--- src/rtl/enc_pkg.sv ---
// Shared widths, index type and multi-hot detection for the 4-to-1 encoder.
// Build option ENC_PRIORITY_EN (used by encoder_4to1_comb) selects highest-bit-wins encoding.
package enc_pkg;

    localparam int unsigned ENC_IN_W  = 4;
    localparam int unsigned ENC_OUT_W = 2;

    typedef logic [ENC_OUT_W-1:0] enc_idx_t;

    // True when any two request bits are set together.
    function automatic logic popcount_ge2(input logic [ENC_IN_W-1:0] v);
        logic r;
        r = 1'b0;
        for (int i = 0; i < int'(ENC_IN_W); i++) begin
            for (int j = i + 1; j < int'(ENC_IN_W); j++) begin
                r = r | (v[i] & v[j]);
            end
        end
        return r;
    endfunction

endpackage

--- src/rtl/encoder_4to1_comb.sv ---
// Pure combinational 4-to-2 encode with valid and multi-hot flags.
// ENC_PRIORITY_EN defined: highest set bit wins; undefined: OR of the set-bit codes.
module encoder_4to1_comb
    import enc_pkg::*;
(
    input  logic [ENC_IN_W-1:0] x,
    output enc_idx_t            y_c,
    output logic                valid_c,
    output logic                multi_c
);

    always_comb begin
        y_c = enc_idx_t'(0);
`ifdef ENC_PRIORITY_EN
        if (x[3]) begin
            y_c = enc_idx_t'(3);
        end else if (x[2]) begin
            y_c = enc_idx_t'(2);
        end else if (x[1]) begin
            y_c = enc_idx_t'(1);
        end else begin
            y_c = enc_idx_t'(0);
        end
`else
        y_c = {x[3] | x[2], x[3] | x[1]};
`endif
    end

    assign valid_c = |x;
    assign multi_c = popcount_ge2(x);

endmodule

--- src/rtl/encoder_4to1_reg.sv ---
// One-hot to binary encoder with optional output register and sticky multi-hot error latch.
// Encoding style follows ENC_PRIORITY_EN (see encoder_4to1_comb).
module encoder_4to1_reg
    import enc_pkg::*;
#(
    parameter bit REG_OUT   = 1'b1,
    parameter bit ZERO_HOLD = 1'b0
) (
    input  logic                 clk,
    input  logic                 rst,
    input  logic [ENC_IN_W-1:0]  x,
    input  logic                 err_clr,
    output logic [ENC_OUT_W-1:0] y,
    output logic                 valid,
    output logic                 multi,
    output logic                 err_sticky
);

    enc_idx_t y_c;
    logic     valid_c;
    logic     multi_c;

    encoder_4to1_comb u_comb (
        .x       (x),
        .y_c     (y_c),
        .valid_c (valid_c),
        .multi_c (multi_c)
    );

    generate
        if (REG_OUT) begin : g_reg
            enc_idx_t y_q;
            logic     valid_q;
            logic     multi_q;

            // Idle input may keep the last index for consumers that need it stable.
            always_ff @(posedge clk) begin
                if (rst) begin
                    y_q     <= enc_idx_t'(0);
                    valid_q <= 1'b0;
                    multi_q <= 1'b0;
                end else begin
                    valid_q <= valid_c;
                    multi_q <= multi_c;
                    if (!(ZERO_HOLD && !valid_c)) begin
                        y_q <= y_c;
                    end
                end
            end

            assign y     = y_q;
            assign valid = valid_q;
            assign multi = multi_q;
        end else begin : g_comb
            assign y     = y_c;
            assign valid = valid_c;
            assign multi = multi_c;
        end
    endgenerate

    // A new multi-hot on the clearing edge re-arms the latch.
    always_ff @(posedge clk) begin
        if (rst) begin
            err_sticky <= 1'b0;
        end else begin
            err_sticky <= (err_sticky & ~err_clr) | multi_c;
        end
    end

endmodule

--- config.mk ---
export PLATFORM = sky130hd
export DESIGN_NAME = encoder_4to1_reg
export DESIGN_NICKNAME = d
export VERILOG_FILES = /design/src/rtl/enc_pkg.sv /design/src/rtl/encoder_4to1_comb.sv /design/src/rtl/encoder_4to1_reg.sv
export SDC_FILE = /design/constraint.sdc
export NUM_CORES = 1
export LEC_CHECK = 0
export BUFFER_PORTS_ARGS = -buffer_cell sky130_fd_sc_hd__buf_4
export CORE_AREA = 2 2 39 41
export DETAILED_ROUTE_END_ITERATION = 7
export DIE_AREA = 0 0 41 43
export HOLD_SLACK_MARGIN = 0.06
export PLACE_DENSITY = 0.4
export SETUP_SLACK_MARGIN = 0.02
export SYNTH_ARGS = -nofsm -noshare
export SYNTH_HDL_FRONTEND = slang
export SYNTH_SLANG_ARGS = --single-unit
--- constraint.sdc ---
create_clock -name clk -period 2.8 [get_ports clk]
set_clock_uncertainty 0.2 [all_clocks]
set_input_delay 0.56 -clock clk [delete_from_list [all_inputs] [get_ports clk]]
set_output_delay 0.56 -clock clk [all_outputs]
set_load 0.02 [all_outputs]
# Word-level counts from Yosys, hierarchy flattened
# Index checks and enable logic that the tools add are counted.
[classes]
n_addsub = 0
mul = 0
div = 0
magnitude_cmp = 0
n_eq_ne = 0
n_shift = 0
n_mux = 0
bitwise = 16
reduce_logical = 1
[ops]
columns = ["operator", "count"]
rows = [
  ["$or A1 B1 Y1", 8],
  ["$and A1 B1 Y1", 7],
  ["$reduce_or A4 Y1", 1],
  ["$not A1 Y1", 1],
]
[word_totals]
reg_bits = 5
latch_bits = 0
ram_bits = 0
mem_bits_ro = 0
input_bits = 7
output_inout_bits = 5
word_cells = 21
n_memories = 0

# Longest topological paths before layout
# Gate-level depths: netlist of the first run.
[depth]
word_depth = 7
mapped_depth = 2
depth_no_buf = 2

# Modules after synthesis
# From an unflattened synthesis of the first run, not the netlist that was laid out.
[unflattened]
hier_cells = 18
area_unflattened_um2 = 186.4
[by_module_without_submodules]
columns = ["module", "n_inst", "cells_per_inst", "area_each_um2", "seq_area_each_um2"]
rows = [
  ["encoder_4to1_reg", 1, 12, 148.9, 100.1],
  ["encoder_4to1_comb", 1, 6, 37.5, 0.0],
]

# Worst setup path before layout of the first run
# OpenSTA, ideal clock, no wires.
[synth_path]
kind = "input port to flip-flop"
startpoint = "in err_clr"
endpoint = "reg err_sticky"
setup_ps = 96
t_arrival_ps = 982
required_ps = 2504
path_slack_ps = 1523
path_stages = 2
path_buffers = 0
path_cell_list = "or3b_1 > o41ai_2"
[synth_via]
elab_chain_cells = 3
[synth_lines]
columns = ["element", "line_no", "text"]
rows = [
  ["start: declaration", "encoder_4to1_reg.sv:12", "input logic err_clr,"],
  ["$not A1 Y1", "encoder_4to1_reg.sv:66", "err_sticky <= (err_sticky & ~err_clr) | multi_c;"],
  ["$and A1 B1 Y1", "encoder_4to1_reg.sv:66", ""],
  ["$or A1 B1 Y1", "encoder_4to1_reg.sv:66", ""],
  ["end signal: assignment", "encoder_4to1_reg.sv:66", ""],
  ["end: declaration", "encoder_4to1_reg.sv:16", "output logic err_sticky"],
]
# No other way between the ends.
# A chain may end at the register's enable or synchronous reset.

# Worst setup path in the final report of the first run
[layout_path]
startpoint = "reg err_sticky"
endpoint = "out err_sticky"
# No word-level cell between the ends.

==> results.yml, run 1 <==
run_status:
  run_status: "finished clean"
sta:
  timing.final.ws_setup_ps: 1333
  period_needed_ps: 1467
  grt_setup_unrepaired: "false"
  worst_pin_slew_ps: 298.6
  finalSetupTns_ps: 0
  maxSlewViolCount: 0
  achievable-frequency_mhz: 681.6
  slew_headroom_pct: 79.94
  final_setup_fails: 0
  hold_violation_total_from_the_final_report: 0
  post-route-period-util_pct: 52.40
logic_synthesis:
  main_combinational_cell_family_by_area_after_synthesis: "simple AND/OR/NAND/NOR gates"
  synth.avg_cell_area_um2: 10.45
  synth.cell_area_um2: 177.7
  synth_seq_area_share_pct: 56.34
  synth.mux.area_fraction_pct: 0
  yosys.cell_types.count: 8
  synth_area_in_compound_gates_pct: 19.01
  yosysWarningCount: 0
  mappedNetlistNets: 24
  synth_seq_cells: 5
  syn_inst: 17
  synth_fa_ha_area_share_pct: 0
  synth_xor_xnor_area_share_pct: 0
  synthSimpleGateAreaFrac_pct: 24.65
detailed_routing:
  total_vias_in_the_final_route: 185
  routed_wl_um: 471
  firstDrtPassIters: 1
  drc: 0
  detail_route.vias_per_cell: 3.854
  violation_count_after_the_first_detailed_routing_iteration: 0
  detail-route-antenna-nets: 0
  routedWlPerCell_um: 9.813
power_and_ir_drop:
  internal-power_uw: 147.6
  p_per_area_mw_per_mm2: 643.2
  p_comb_share_pct: 17.2
  pwr-share-clk_pct: 42.9
  share_seq_of_total_power_pct: 39.9
  max-vdd-ir-drop_v: 0.0001728
  p_sw_share_pct: 25.17
  p_leak_nw: 0.1358
  switchingPower_uw: 49.62
cells_and_area:
  fin_nets: 40
  layout_common_cells: "buf_4, nor2_1, dfxtp_1"
  proportion_of_layout_cells_with_a_drive_suffix_above_1_pct: 50.00
  syn_to_final_growth_pct: 72.54
  final_common_cell: "buf_4"
  fill_cells: 158
  n_antenna_cell: 0
  final_area_um2: 306.5
setup_path:
  timing.critical_path.to_type: "output port"
  worst_setup_path_startpoint: "err_sticky"
  cpPeakStageDelay_ps: 320
  arrival_time_worst_endpoint_ps: 710
  crit_path_cell_trace: "buf_4"
  crit_path_top_delay_cell: "dfxtp_1"
  worst_reg2reg_path_startpoint: "err_sticky"
  timing_worst_setup_path_type: "flop to output port"
  cp_max_fo: 2
  cp.required_ps: 2040
  worst_path_dominant_cell_family: "flip-flops"
  setup.worst_path.start_class: "flop"
  critical_path_buf_inv_count: 1
clocking:
  tritoncts: "done"
  setup_buffers_after_cts: 0
  holdBufCountCts: 0
  htree_levels: 1
  cts_repair_resize_count: 0
  clock_latency_ps: 250
  max-clock-path-buffers: 2
  root_buffer: "clkbuf_4"
  numCtsBuffers: 3
  worst_setup_hold_path_clk_slew_ps: 50
  clock-sinks: 5
floorplanning:
  y_dimension_of_the_die_um: 43
  design.die.area_mm2: 0.001763
  floorplan.initialDensity_pct: 12.84
  floorplan.core_area_mm2: 0.001384
  io-pin-count: 12
  die_width_um: 41
  row_count: 14
global_routing:
  grt_pass1_wl_um: 731
  grt_start_max_net_pins: 7
  grt_pass1_vias: 193
  grt_antenna_before_repair: 0
  global_route.overflow_total: 0
  global_route.usage.total_pct: 7.136
placed_design:
  place.port_buffers: 11
  gp_congestion: 0.5688
  dpl-instance-area_um2: 280.3
  dpl_worst_slack_ps: 1371
worst_hold_path:
  hold_crit_class: "primary input to flop"
  hold_path.startpoint: "rst"
flow_run:
  timing.max_cap.violations: 0
==> power groups by stage <==
stage          Combinational, mW  Sequential (mW)  Clock (mW)
2_1_floorplan            0.00727           0.0869           0
3_3_place_gp              0.0339           0.0799           0
3_5_place_dp              0.0343           0.0799           0
4_1_cts                   0.0345           0.0788      0.0897
5_1_grt                   0.0373           0.0791      0.0926
6_report                  0.0339           0.0787      0.0845
==> flip-flops by register name, summed over array words and instances (netlist names) <==
register / count
valid: 1
err_sticky: 1
y: 2
multi: 1
==> cells in the mapped netlist, drive strengths merged <==
cell    count  share of area (%)
a211oi      1                7.0
or3b        1                4.9
nor3        2                5.6
nor4        1                3.5
dfxtp       5                 56
o41ai       1                9.2
nor2        5                 11
a21oi       1                2.8
==> area by class of cell <==
cell class	instances	area [um2]	area share, %
repair buffers	11	82.58	26.94
well taps	16	20.02	6.531
multi-input cells	12	77.57	25.31
clock buffers	4	26.28	8.571
flip-flops and latches	5	100.1	32.65
==> cell families (layout without fill, tap and decap cells) <==
group                  after synthesis  in the layout
AOI/OAI and AO/OA                    3              3
and+or+nand+nor                      9              9
DFF                                  5              5
buffers and inverters                0             15
==> metrics by stage <==
step | total power [mW] | utilization [%] | hold slack (ps) | std cells
after detailed placement | 0.1143 | 20.25 | 382.6 | 44
after global routing | 0.2090 | 22.15 | 329.1 | 48
after CTS | 0.2029 | 22.15 | 316.5 | 48
final | 0.1972 | 22.15 | 322.9 | 48
after global placement | 0.1138 | 20.25 | 370.2 | 44
after floorplan | 0.09420 | - | 429.1 | 17
==> worst paths after layout <==
kind           endpoint  slack [ps]  cells past startpoint
min                y[1]         320                      2
max          err_sticky        1330                      1
min reg2reg  err_sticky         390                      2
max reg2reg  err_sticky        1760                      2
==> metal layers <==
layer	global-route usage, %	vias up	part of all wire, %
met3	5.236	0	21
met2	9.375	12	41
met1	6.129	82	38
met5	0	-	0
met4	8.000	0	0
li1	-	91	-
(Power assumes the default switching activity.)
==> run 2, diff against run 1 <==
ABC_AREA = 1   (was unset)
PLACE_DENSITY = 0.42   (was 0.4)
clock period = 1.2 ns   (was 2.8 ns; I/O delays follow)
==> run 2 against run 1 <==
Effect of this change: wire length is 20% lower; hold slack worse by 240 ps; synthesized cell count is 53% higher; worst setup slack worse by 1300 ps; flip-flop and latch count stayed put; combinational power grew to 2.5 times the previous value; synthesized area is 4.9% higher; sequential power is 140% higher; critical path type is now primary input to flop; largest cell class is now buffers.
==> results.yml, run 2 <==
run_status:
  run_status: "finished clean"
global_routing:
  grt_start_max_net_pins: 5
  grt_antenna_before_repair: 0
  global_route.overflow_total: 0
  grt_pass1_vias: 169
  grt_pass1_wl_um: 600
  global_route.usage.total_pct: 5.734
floorplanning:
  die_width_um: 41
  io-pin-count: 12
  floorplan.core_area_mm2: 0.001384
  floorplan.initialDensity_pct: 13.47
  y_dimension_of_the_die_um: 43
  design.die.area_mm2: 0.001763
  row_count: 14
setup_path:
  timing.critical_path.to_type: "flop"
  critical_path_buf_inv_count: 2
  flop2flop_setup_slack_ps: 460
  crit_path_cell_trace: "buf_4 > nor2_2 > dlygate4sd3_1 > nor2_1"
  worst_case_reg_to_reg_path_depth: 2
  timing_worst_setup_path_type: "primary input to flop"
  worst_r2r_end: "err_sticky"
  cp.required_ps: 1130
  setup.worst_path.start_class: "primary input"
  worst_reg2reg_path_startpoint: "err_sticky"
  cp_max_fo: 3
  arrival_time_worst_endpoint_ps: 1050
  worst_path_dominant_cell_family: "buffers and inverters"
  crit_path_top_delay_cell: "dlygate4sd3_1"
  cpPeakStageDelay_ps: 550
detailed_routing:
  drc: 0
  detail-route-antenna-nets: 0
  total_vias_in_the_final_route: 208
  violation_count_after_the_first_detailed_routing_iteration: 1
  routed_wl_um: 379
  routedWlPerCell_um: 6.317
  detail_route.vias_per_cell: 3.467
  firstDrtPassIters: 3
placed_design:
  place.port_buffers: 11
  placed_cells_incl_taps: 53
  gp_congestion: 0.7220
  dpl-instance-area_um2: 289.0
worst_hold_path:
  worstHoldEndpoint: "valid"
  hold_path.startpoint: "x[2]"
  hold_crit_class: "primary input to flop"
  hold-path-cell-count: 3
clocking:
  setup_buffers_after_cts: 0
  clock-sinks: 5
  root_buffer: "clkbuf_4"
  max-clock-path-buffers: 2
  numCtsBuffers: 3
  clock_latency_ps: 240
  worst_setup_hold_path_clk_slew_ps: 40
  htree_levels: 1
  tritoncts: "done"
sta:
  grt_setup_unrepaired: "false"
  post-route-period-util_pct: 93.47
  period_needed_ps: 1122
  achievable-frequency_mhz: 891.6
  hold-worst-slack_ps: 81.64
  maxSlewViolCount: 0
  final_setup_fails: 0
  slew_headroom_pct: 92.42
  finalSetupTns_ps: 0
  hold_violation_total_from_the_final_report: 0
  worst_pin_slew_ps: 113.2
logic_synthesis:
  yosysTopAreaCellShare_pct: 53.69
  synth_seq_area_share_pct: 53.69
  synth_top_cell_by_area: "dfxtp_1"
  mappedNetlistNets: 33
  yosysMostFrequentCell: "nand2_1"
  synth.avg_cell_area_um2: 7.170
  synth_seq_cells: 5
  synth-edff-count: 0
  ys_top_cells_by_area: "dfxtp_1, nand2_1, inv_1, nand3b_1, nor2_1"
  synth.cells.most_frequent: "nand2_1, inv_1, dfxtp_1"
  async_flop_share_pct: 0
  yosysWarningCount: 0
  ys.flop_type: "dfxtp_1"
  syn_inst: 26
  synth.cell_area_um2: 186.4
  yosys.cell_types.count: 7
cells_and_area:
  final_area_um2: 352.8
  n_antenna_cell: 0
  fill_cells: 168
  proportion_of_layout_cells_with_a_drive_suffix_above_1_pct: 38.64
  final_common_cell: "buf_4"
  layout_common_cells: "buf_4, nand2_1, inv_1"
  largest_register_ffs: 2
  post_route_utilization_pct: 25.50
  final_cells: 60
  syn_to_final_growth_pct: 89.26
  fin_nets: 52
power_and_ir_drop:
  p_per_area_mw_per_mm2: 1303
  p_leak_nw: 0.1980
  max-vdd-ir-drop_v: 0.0002259
flow_run:
  timing.max_cap.violations: 0
## run 2: power breakdown
part / leakage [nW] / total [mW] / internal (mW) / switching, mW
registers: 0.0422 / 0.185 / 0.180 / 0.00447
logic: 0.141 / 0.0862 / 0.0454 / 0.0408
clock network: 0.0150 / 0.189 / 0.125 / 0.0635
## run 2: what timing repair did
action                                  4_1_cts  5_1_grt
hold endpoints to repair                      4        0
hold buffers                                  3        0
endpoints found under the setup margin        0        3
gates resized for setup                       0        4
## run 2: kinds of logic after synthesis
group | synth area share, %
simple gates | 26.18
buf+inv | 14.10
flops | 53.69
compound gates | 6.040
## run 2: worst reg2reg max path: stages (launching register included)
cell and delay [ps]:
dfxtp_2 320, nand3b_1 70, nand2_1 50
## run 2: worst max path at each step
| stage | end | startpoint | cells after the start | slack [ps] |
|---|---|---|---|---|
| after global placement | err_sticky | x[1] | 7 | 170 |
| final | y[1] | x[3] | 4 | 80 |
| after global routing | err_sticky | rst | 5 | 30 |
| after CTS | err_sticky | err_sticky | 1 | 30 |
| after detailed placement | err_sticky | x[1] | 7 | 160 |
| after floorplan | err_sticky | x[1] | 6 | 350 |
## run 2: layer usage
| layer | global-route usage, % | up-vias | routed length, um |
|---|---|---|---|
| li1 | - | 110 | - |
| met1 | 5.825 | 88 | 142 |
| met4 | 12.00 | 0 | 19 |
| met2 | 6.563 | 8 | 188 |
| met5 | 0 | - | 0 |
| met3 | 0 | 2 | 29 |
## run 2: area by class of cell
cell class	count	area [um2]	share of cell area, %
multi-input cells	14	62.56	17.73
well taps	16	20.02	5.674
clock buffers	4	26.28	7.447
flip-flops and latches	5	101.3	28.72
repair buffers	14	116.4	32.98
inverters	7	26.28	7.447
## run 2: stage by stage
step                setup WS (ps)  power, mW
floorplan                   347.0     0.2221
global placement            173.0     0.2628
detailed placement          160.9     0.2628
CTS                         33.46     0.4688
global route                34.67     0.4943
finish                      78.41     0.4598
==> run 3, diff against run 2 <==
MAX_ROUTING_LAYER = met4   (was unset)
PLACE_DENSITY = 0.41   (was 0.42)
clock period = 1.4 ns   (was 1.2 ns; I/O delays follow)
==> run 3 against run 2 <==
Effect of this change: final area decreased by 7.8%; sequential power decreased by 15%; largest cell class is now sequential cells; combinational power decreased by 23%; via count decreased by 6.7%; utilization decreased by 2.0 points; highest routed layer unchanged; largest power group unchanged; worst setup slack improved by 130 ps; hold slack improved by 5.1 ps; register-to-register slack improved by 200 ps; count of clock-buffer cells in the layout unchanged.
==> results.yml, run 3 (synthesized netlist as in run 2, its figures left out) <==
cells_and_area:
  post_route_utilization_pct: 23.51
  layout_common_cells: "buf_4, nand2_1, inv_1"
  proportion_of_layout_cells_with_a_drive_suffix_above_1_pct: 33.33
  fin_nets: 50
  largest_register_ffs: 2
  fill_cells: 174
  final_common_cell: "buf_4"
  n_antenna_cell: 0
  syn_to_final_growth_pct: 74.50
clocking:
  worst_setup_hold_path_clk_slew_ps: 40
  cts_repair_resize_count: 0
  root_buffer: "clkbuf_4"
  clock-sinks: 5
  clock_latency_ps: 240
  htree_levels: 1
  tritoncts: "done"
  max-clock-path-buffers: 2
  numCtsBuffers: 3
sta:
  post-route-period-util_pct: 84.79
  hold_violation_total_from_the_final_report: 0
  hold-worst-slack_ps: 86.77
  finalSetupTns_ps: 0
  timing.final.ws_setup_ps: 213.0
  grt_setup_unrepaired: "false"
  worst_pin_slew_ps: 126.6
  maxSlewViolCount: 0
  slew_headroom_pct: 91.52
  period_needed_ps: 1187
  achievable-frequency_mhz: 842.5
  final_setup_fails: 0
detailed_routing:
  routed_wl_um: 395
  detail-route-antenna-nets: 0
  firstDrtPassIters: 4
  total_vias_in_the_final_route: 194
  routedWlPerCell_um: 6.810
  violation_count_after_the_first_detailed_routing_iteration: 1
  detail_route.vias_per_cell: 3.345
  drc: 0
setup_path:
  timing_worst_setup_path_type: "flop to output port"
  crit_path_cell_trace: "buf_4"
  path_depth: 1
  crit_path_top_delay_cell: "dfxtp_1"
  critical_path_buf_inv_count: 1
  setup.worst_path.start_class: "flop"
  flop2flop_setup_slack_ps: 660
  worst_path_dominant_cell_family: "flip-flops"
  worst_reg2reg_path_startpoint: "err_sticky"
  worst_case_reg_to_reg_path_depth: 2
  worst_r2r_end: "err_sticky"
  cp.required_ps: 920
  cp_max_fo: 2
  arrival_time_worst_endpoint_ps: 710
  cpPeakStageDelay_ps: 330
  timing.critical_path.to_type: "output port"
power_and_ir_drop:
  pwr-share-clk_pct: 42.5
  p_per_area_mw_per_mm2: 1196
  max-vdd-ir-drop_v: 0.0001971
  share_seq_of_total_power_pct: 40.4
  p_comb_share_pct: 17.1
  p_sw_share_pct: 24.24
  switchingPower_uw: 94.28
  internal-power_uw: 294.7
  p_leak_nw: 0.1882
placed_design:
  dp_hpwl_um: 299
  gp_congestion: 0.7290
  place.port_buffers: 11
  dpl_worst_slack_ps: 330.7
run_status:
  run_status: "finished clean"
global_routing:
  grt_pass1_wl_um: 724
  global_route.usage.total_pct: 6.804
  global_route.overflow_total: 0
  grt_antenna_before_repair: 0
  grt_pass1_vias: 204
  grt_start_max_net_pins: 5
floorplanning:
  y_dimension_of_the_die_um: 43
  io-pin-count: 12
  floorplan.initialDensity_pct: 13.47
  design.die.area_mm2: 0.001763
  die_width_um: 41
  row_count: 14
  floorplan.core_area_mm2: 0.001384
worst_hold_path:
  hold_path.startpoint: "x[2]"
  hold_crit_class: "primary input to flop"
  hold-path-cell-count: 3
  worstHoldEndpoint: "y[1]"
flow_run:
  timing.max_cap.violations: 0
## run 3: power groups by stage
stage / Clock (mW) / Sequential (mW) / Combinational [mW]
floorplan: 0 / 0.174 / 0.0167
global placement: 0 / 0.160 / 0.0654
detailed placement: 0 / 0.160 / 0.0652
CTS: 0.175 / 0.158 / 0.0675
global route: 0.184 / 0.158 / 0.0760
finish: 0.165 / 0.157 / 0.0665
## run 3: per-layer routing
| layer | vias to the layer above | global-route usage, % | share of wire, % |
|---|---|---|---|
| li1 | 107 | - | - |
| met1 | 77 | 7.120 | 39 |
| met2 | 8 | 8.125 | 49 |
| met3 | 2 | 0 | 6.8 |
| met4 | 0 | 12.00 | 4.8 |
| met5 | - | - | 0 |
## run 3: worst max path at each step
| stage | start | end |
|---|---|---|
| 3_5_place_dp | x[1] | err_sticky |
| 6_report | err_sticky | err_sticky |
| 2_1_floorplan | x[1] | err_sticky |
| 3_3_place_gp | x[1] | err_sticky |
| 5_1_grt | rst | err_sticky |
| 4_1_cts | err_sticky | err_sticky |
## run 3: layout make-up
cell class | count | area (um2) | share of cell area (%)
well taps | 16 | 20.02 | 6.154
clock buffers | 4 | 26.28 | 8.077
multi-input cells | 14 | 60.06 | 18.46
repair buffers | 12 | 92.59 | 28.46
inverters | 7 | 26.28 | 8.077
flip-flops and latches | 5 | 100.1 | 30.77
## run 3: timing repair
item,in CTS,in global routing
setup buffers,0,0
hold buffers,1,0
hold endpoints to repair,3,0
## run 3: metrics by stage
stage          instances  power, mW  instance area, um2
2_1_floorplan         26     0.1903               186.4
3_3_place_gp          53     0.2254               289.0
3_5_place_dp          53     0.2251               289.0
4_1_cts               58     0.4003               325.3
5_1_grt               58     0.4177               325.3
6_report              58     0.3889               325.3
